File: src/rtl/hc595_chain_driver.sv
// Serial driver for a chain of 74HC595 registers. It takes one frame over a
// valid/ready handshake, shifts it out on ds/shcp and latches it with stcp.
module hc595_chain_driver #(
   parameter int DATA_W    = 14,
   parameter int DIV       = 2,
   parameter int MSB_FIRST = 0,
   parameter int OE_BLANK  = 0
) (
   input  logic              clk,
   input  logic              rst,
   input  logic [DATA_W-1:0] frame_data,
   input  logic              frame_valid,
   output logic              frame_ready,
   input  logic              oe_en,
   output logic              stcp,
   output logic              shcp,
   output logic              ds,
   output logic              oe,
   output logic              busy
);

   localparam int DIV_CW = (DIV > 1) ? $clog2(DIV) : 1;
   localparam int BIT_CW = $clog2(DATA_W);
   localparam logic [DIV_CW-1:0] DIV_LAST = DIV_CW'(DIV - 1);
   localparam logic [BIT_CW-1:0] BIT_LAST = BIT_CW'(DATA_W - 1);

   typedef enum logic [1:0] {IDLE, SHIFT, LATCH} state_t;

   state_t              state;
   logic [DIV_CW-1:0]   div_cnt;
   logic [BIT_CW-1:0]   bit_cnt;
   logic [DATA_W-1:0]   sreg;
   logic [DATA_W-1:0]   frame_ord;
   logic                div_wrap;

   assign frame_ready = (state == IDLE);
   assign busy        = (state != IDLE);
   assign div_wrap    = (div_cnt == DIV_LAST);

   // Reorder the frame so the first bit to send always sits at index 0.
   // NOTE: default assignment first so no path through this block can infer a latch.
   always_comb begin
      frame_ord = frame_data;
      for (int i = 0; i < DATA_W; i++)
         frame_ord[i] = (MSB_FIRST != 0) ? frame_data[DATA_W-1-i] : frame_data[i];
   end

   // NOTE: non-blocking throughout, so oe below sees the state from before this edge.
   always_ff @(posedge clk or posedge rst) begin
      if (rst) begin
         state   <= IDLE;
         div_cnt <= '0;
         bit_cnt <= '0;
         sreg    <= '0;
         stcp    <= 1'b0;
         shcp    <= 1'b0;
         ds      <= 1'b0;
         oe      <= 1'b1;
      end else begin
         oe <= ~(oe_en && !((OE_BLANK != 0) && (state != IDLE)));
         case (state)
            IDLE: begin
               stcp <= 1'b0;
               shcp <= 1'b0;
               ds   <= 1'b0;
               if (frame_valid) begin
                  sreg    <= frame_ord >> 1;
                  ds      <= frame_ord[0];
                  div_cnt <= '0;
                  bit_cnt <= '0;
                  state   <= SHIFT;
               end
            end
            SHIFT: begin
               div_cnt <= div_wrap ? '0 : div_cnt + 1'b1;
               if (div_wrap) begin
                  if (!shcp) begin
                     shcp <= 1'b1;
                  end else begin
                     // ds only moves on the falling edge, keeping it stable across each rise
                     shcp <= 1'b0;
                     if (bit_cnt == BIT_LAST) begin
                        stcp  <= 1'b1;
                        ds    <= 1'b0;
                        state <= LATCH;
                     end else begin
                        ds      <= sreg[0];
                        sreg    <= sreg >> 1;
                        bit_cnt <= bit_cnt + 1'b1;
                     end
                  end
               end
            end
            LATCH: begin
               div_cnt <= div_wrap ? '0 : div_cnt + 1'b1;
               if (div_wrap) begin
                  stcp  <= 1'b0;
                  state <= IDLE;
               end
            end
            default: state <= IDLE;
         endcase
      end
   end

endmodule

File: config.mk
export PLATFORM = sky130hd
export DESIGN_NAME = hc595_chain_driver
export DESIGN_NICKNAME = d
export VERILOG_FILES = /design/src/rtl/hc595_chain_driver.sv
export SDC_FILE = /design/constraint.sdc
export NUM_CORES = 1
export LEC_CHECK = 0
export CAP_MARGIN = 0
export CORE_ASPECT_RATIO = 0.5
export CORE_MARGIN = 2
export CORE_UTILIZATION = 38
export DETAILED_ROUTE_END_ITERATION = 8
export GPL_TIMING_DRIVEN = 0
export HOLD_SLACK_MARGIN = 0.06
export MAX_ROUTING_LAYER = met4
export PLACE_DENSITY = 0.68
export SYNTH_ARGS = -nofsm -noshare
export SYNTH_HDL_FRONTEND = slang
export SYNTH_SLANG_ARGS = --single-unit
File: constraint.sdc
create_clock -name clk -period 1.9 [get_ports clk]
set_input_delay 0.285 -clock clk [delete_from_list [all_inputs] [get_ports clk]]
set_output_delay 0.285 -clock clk [all_outputs]
set_load 0.01 [all_outputs]
==> reports/qor.yml, run 1 <==
fin_area_mm2: 0.00171
critPathMaxFanout: 6
drtIter0Drc: 41
grt_pass1_wl_um: 4410
maxSlewViolCount: 0
io_buffers: 23
grt_overflow: 0
power.share.combinational: 0.544
slew_headroom: 0.365
critical_path_class: "register to primary output"
crit_path_end_kind: "primary output"
yosysUniqueCellTypes: 31
path_cells: "inv_1 > ha_4 > clkdlybuf4s50_1"
powerDensity_mw_per_mm2: 1570
placed_cell_area_mm2: 0.00152
vdd_drop_max_mv: 0.862
required_ns: 1.62
syn_to_final_growth_pct: 38.4
cts_buffer_depth: 2
cts_buffers: 3
crit_path_top_delay_cell: "clkdlybuf4s50_1"
hold_class: "register to register"
rows: 14
internal_power_mw: 1.65
routedWlPerCell_um: 13.5
critPathBufInv: 2
status: "completed"
drt-vias-per-instance: 4.96
cp_slowest_stage_delay_ns: 0.55
syn_area_per_cell_um2: 10.2
timing.fmax_mhz: 527
yosysSeqAreaShare: 0.486
die_area_mm2: 0.00376
netlist_instances: 122
tightest_slew_ns: 0.952
grt_antenna_before_repair: 0
rsz0062_at_grt: "true"
routed_wl_um: 2670
gp_congestion: 0.786
cts_tree: "done"
p_leak_nw: 0.782
syn-num-nets: 148
vias: 983
p_clk_frac: 0.131
root_buffer: "clkbuf_8"
worstSkewPairLatency_ns: 0.27
fin_skew_ns: 0.00525
antenna_cells: 0
p_sw_frac: 0.389
syn_area_mm2: 0.00124
clock-sinks: 24
fin_crit_sh: 0.998
start_kind: "register"
die_h_um: 44.4
yosys_warnings: 0
cpLargestDelayFamily: "buffers and inverters"
clkSlewWorstSetupHoldPaths_ns: 0.09
ios: 24
arrival_ns: 1.61
fin_setup_tns_ns: 0
seqPwrFrac: 0.325
max_cap_viol_count: 0
track_usage: 0.156
power.total_mw: 2.70
ys_ff_latch: 24
utilization: 0.562
fin_crit_ns: 1.90
finalHoldViolCount: 0
fin_ws_ns: 0.00412
layout.nets: 185
finalSetupViolCount: 0
ant_nets: 0
drive_gt1_frac: 0.190
cts_max_level: 1
initial_utilization: 0.406
grt_max_degree: 25
dp_hpwl_um: 1770
dp_slack_ns: -0.299
route.detailed.drc: 0
drt-pass1-iter-count: 4
core_area_mm2: 0.00305
p_switching_mw: 1.05
grt_pass1_vias: 969
die_x_um: 84.7
logic make-up after synthesis:
| kind of cell | share of synthesized area |
|---|---|
| buf+inv | 0.0455 |
| xor+xnor | 0.00707 |
| simple gates | 0.125 |
| mux | 0.0970 |
| flops | 0.486 |
| fa+ha+maj | 0.0808 |
| compound gates | 0.159 |
worst paths after layout:
check                      slack (ns)                endpoint  depth (start not counted)                  from
min in group asynchronous        0.53     div_cnt$_DFFE_PP0P_                          2                   rst
max in group asynchronous        0.74    state[0]$_DFFE_PP0P_                          2                   rst
setup / recovery                0.004             frame_ready                          3  state[0]$_DFFE_PP0P_
setup reg to reg                 0.01  bit_cnt[3]$_DFFE_PP0P_                          8  state[1]$_DFFE_PP0P_
hold / removal                   0.49     sreg[3]$_DFFE_PP0P_                          2   sreg[3]$_DFFE_PP0P_
hold reg to reg                  0.49     sreg[3]$_DFFE_PP0P_                          2   sreg[3]$_DFFE_PP0P_
state kept, by name, indices dropped and copies added, names as in the netlist:
signal / cells
oe: 1
state: 2
div_cnt: 1
ds: 1
shcp: 1
bit_cnt: 4
sreg: 13
stcp: 1
cell usage in the layout (no fill, tap or decap), types with 2 or more instances in the layout:
cell / instances
nand2b_1: 2
clkbuf_8: 4
buf_4: 9
ha_1: 6
o21ai_1: 15
inv_1: 8
nor2_1: 4
mux2i_1: 12
dfrtp_1: 22
nand2_1: 17
ha_4: 2
o31ai_1: 3
clkdlybuf4s50_1: 23
o21ai_0: 5
metrics by stage:
step | instances | hold WS, ns
2_1_floorplan | 122 | 0.299
5_1_grt | 198 | 0.507
3_3_place_gp | 185 | 0.467
6_report | 198 | 0.487
3_5_place_dp | 185 | 0.473
4_1_cts | 192 | 0.488
cell type report:
class,instances,area [µm²]
Clock buffer,4,55.1
Multi-Input combinational cell,84,631
Timing Repair Buffer,32,298
Inverter,9,33.8
Buffer,5,43.8
Fill cell,276,1330
Tap cell,40,50.0
Sequential cell,24,603
tightest hold or removal path, delay by kind of cell (launching register included):
kind | cells | cell delay (ns)
flops | 1 | 0.35
simple gates | 1 | 0.05
compound gates | 1 | 0.06
synth_stat cells:
cell      number  area, µm²
nand3_1        1       5.00
buf_1          2       7.51
o21a_1         1       7.51
o21ai_1       16       80.1
dfrtp_1       23        576
o31ai_2        1       12.5
nor2_1         4       15.0
and2_1         1       6.26
a31oi_1        1       6.26
a21o_1         1       7.51
o221ai_1       1       8.76
xor2_1         1       8.76
or4b_2         1       10.0
nand2b_4       1       13.8
mux2i_1       12        120
o31ai_1        3       22.5
buf_4          1       7.51
inv_1          9       33.8
a22oi_1        1       7.51
nand2_1       17       63.8
a22o_1         1       8.76
nand3_2        1       10.0
clkbuf_1       2       7.51
nor2b_1        1       6.26
ha_1           8        100
dfstp_2        1       26.3
nand2b_1       2       12.5
a221o_1        1       10.0
or2_1          1       6.26
o21ai_0        5       25.0
and3_1         1       6.26
per-layer routing:
layer	global-route usage	wire length, µm
met5	-	0
met4	0.0381	19
met3	0.0410	100
met2	0.246	1240
met1	0.205	1310
power groups by stage:
| stage | logic, mW | clock network (mW) | registers (mW) |
|---|---|---|---|
| 3_3_place_gp | 1.16 | 0 | 0.874 |
| 2_1_floorplan | 0.852 | 0 | 0.859 |
| 6_report | 1.47 | 0.353 | 0.877 |
| 3_5_place_dp | 1.19 | 0 | 0.886 |
| 4_1_cts | 1.31 | 0.364 | 0.861 |
| 5_1_grt | 1.64 | 0.381 | 0.904 |
what timing repair did:
action                     4_1_cts  5_1_grt
setup endpoints to repair       19       22
hold buffers                     0        0
setup buffers                    3        6
pin swaps                        1        4
gates resized for setup          8       13
Note: power is estimated with default switching activity, not from simulation.
==> inputs of run 2 (changes only) <==
--- a/config.mk
+++ b/config.mk
@@ -6,7 +6,6 @@
 export NUM_CORES = 1
 export LEC_CHECK = 0
 export CAP_MARGIN = 0
-export CORE_ASPECT_RATIO = 0.5
 export CORE_MARGIN = 2
 export CORE_UTILIZATION = 38
 export DETAILED_ROUTE_END_ITERATION = 8
==> reports/qor.yml, run 2 (synthesis results as in run 1) <==
cts_tree: "done"
crit_path_end_kind: "register"
die_h_um: 61.1  # +38%
p_leak_nw: 0.750  # -4.1%
die_area_mm2: 0.00373  # -0.73%
grt_max_degree: 25  # unchanged
cts_buffer_depth: 2  # unchanged
dp_cells: 189  # +2.2%
antenna_cells: 0  # unchanged
finalSetupViolCount: 0  # unchanged
holdBufCountCts: 0  # unchanged
utilization: 0.525  # -0.0376
fin_area_mm2: 0.00162  # -5.8%
routedWlPerCell_um: 12.6  # -7.0%
core_area_mm2: 0.00308  # +0.99%
drive_gt1_frac: 0.138  # -0.0517
gp_congestion: 0.709  # -9.8%
start_kind: "register"
cts_buffers: 3  # unchanged
tightest_slew_ns: 0.900  # -0.0516 ns
rsz0062_at_grt: "true"
fin_crit_sh: 0.976  # -0.0221
drtIter0Drc: 12  # -71%
finalHoldViolCount: 0  # unchanged
p_clk_frac: 0.094  # -0.037
top_register: "sreg"
worstSkewPairLatency_ns: 0.31  # +0.04 ns
vias: 931  # -5.3%
die_x_um: 61.1  # -28%
whs_ns: 0.449  # -0.0385 ns
root_buffer: "clkbuf_4"
ant_nets: 0  # unchanged
vdd_drop_max_mv: 0.800  # -7.2%
layout_common_cells: "dfrtp_1, clkdlybuf4s50_1, nand2_1"
critPathMaxFanout: 6  # unchanged
fin_setup_tns_ns: 0  # unchanged
status: "completed"
seqPwrFrac: 0.359  # +0.034
top_regs: "sreg x13, bit_cnt x4, state x2"
powerDensity_mw_per_mm2: 1500  # -4.4%
required_ns: 2.13  # +0.51 ns
hold_class: "primary input to async pin"
p_switching_uw: 981  # -6.5%
critical_path_class: "register to register"
initial_utilization: 0.402  # -0.00396
final_cells: 196  # -1.0%
internal_power_mw: 1.45  # -12%
drt-vias-per-instance: 4.75  # -4.3%
ios: 24  # unchanged
syn_to_final_growth_pct: 30.4
fin_skew_ns: 0.00997  # +0.00472 ns
slew_headroom: 0.399  # +0.0345
layout_commonest_cell: "dfrtp_1"
cts_max_level: 1  # unchanged
routed_wl_um: 2460  # -7.9%
track_usage: 0.160  # +0.00404
drt-pass1-iter-count: 4  # unchanged
largest_reg_flops: 13  # unchanged
r2r_end: "bit_cnt[3]$_DFFE_PP0P_"
max_cap_viol_count: 0  # unchanged
clock-sinks: 24  # unchanged
grt_overflow: 0  # unchanged
rr_worst_depth: 7  # -1
r2r_start: "state[1]$_DFFE_PP0P_"
fin_crit_ns: 1.85  # -0.0420 ns
reg2reg_setup_slack_ns: 0.05  # +0.04 ns
route.detailed.drc: 0  # unchanged
arrival_ns: 2.09  # +0.48 ns
maxSlewViolCount: 0  # unchanged
p_sw_frac: 0.404  # +0.0147
io_buffers: 23  # unchanged
placed_cell_area_mm2: 0.00152  # +0.33%
grt_pass1_wl_um: 4330  # -1.7%
layout.nets: 179  # -3.2%
rows: 20  # +6
grt_antenna_before_repair: 0  # unchanged
dp_hpwl_um: 1760  # about the same
timing.fmax_mhz: 539  # +2.3%
clkSlewWorstSetupHoldPaths_ns: 0.13  # +0.04 ns
power.share.combinational: 0.546  # +0.002
grt_pass1_vias: 960  # -0.93%
==> run 2: area by class of cell <==
cell class                 instances  area [µm²]
timing repair buffer              26         258
inverter                           9        33.8
clock buffer                       4        26.3
fill                             269        1460
sequential                        24         602
tap                               44        55.1
buffer                             5        38.8
multi-input combinational         84         602
==> run 2: how the worst max path moves through the flow <==
stage / slack (ns) / endpoint / start
final: 0.05 / bit_cnt[3]$_DFFE_PP0P_ / state[1]$_DFFE_PP0P_
after global routing: -0.03 / bit_cnt[3]$_DFFE_PP0P_ / state[1]$_DFFE_PP0P_
after CTS: 0.008 / bit_cnt[3]$_DFFE_PP0P_ / state[1]$_DFFE_PP0P_
after detailed placement: -0.22 / bit_cnt[3]$_DFFE_PP0P_ / state[0]$_DFFE_PP0P_
after global placement: -0.20 / bit_cnt[3]$_DFFE_PP0P_ / state[0]$_DFFE_PP0P_
after floorplan: 0.05 / bit_cnt[3]$_DFFE_PP0P_ / state[1]$_DFFE_PP0P_
==> run 2: layer usage <==
metal / track usage / wire length, µm
met1: 0.210 / 1180
met2: 0.252 / 1220
met3: 0.0189 / 48
met4: 0.0652 / 16
met5: - / 0
==> run 2: stage by stage <==
step	power, mW	worst slack [ns]
2_1_floorplan	1.71	0.0470
3_3_place_gp	2.02	-0.198
3_5_place_dp	2.07	-0.221
6_report	2.43	0.0461
4_1_cts	2.43	0.00823
5_1_grt	2.65	-0.0313
==> run 2: worst max-delay path, stage by stage, from the launching register on <==
cell	delay (ns)
dfrtp_1	0.43
inv_2	0.10
ha_2	0.18
buf_6	0.11
nand3_2	0.09
a221o_1	0.43
or2_4	0.27
o31ai_2	0.18
==> run 2: what timing repair did <==
action	in CTS	in global routing
pin swaps	3	2
endpoints found under the setup margin	19	11
buffers inserted	3	0
gates resized for setup	11	5
==> run 2: power by group through the flow <==
stage	Sequential, mW	Clock, mW	Combinational, mW
2_1_floorplan	0.859	0	0.852
3_3_place_gp	0.877	0	1.15
3_5_place_dp	0.893	0	1.18
4_1_cts	0.871	0.238	1.32
5_1_grt	0.909	0.253	1.49
6_report	0.872	0.229	1.33
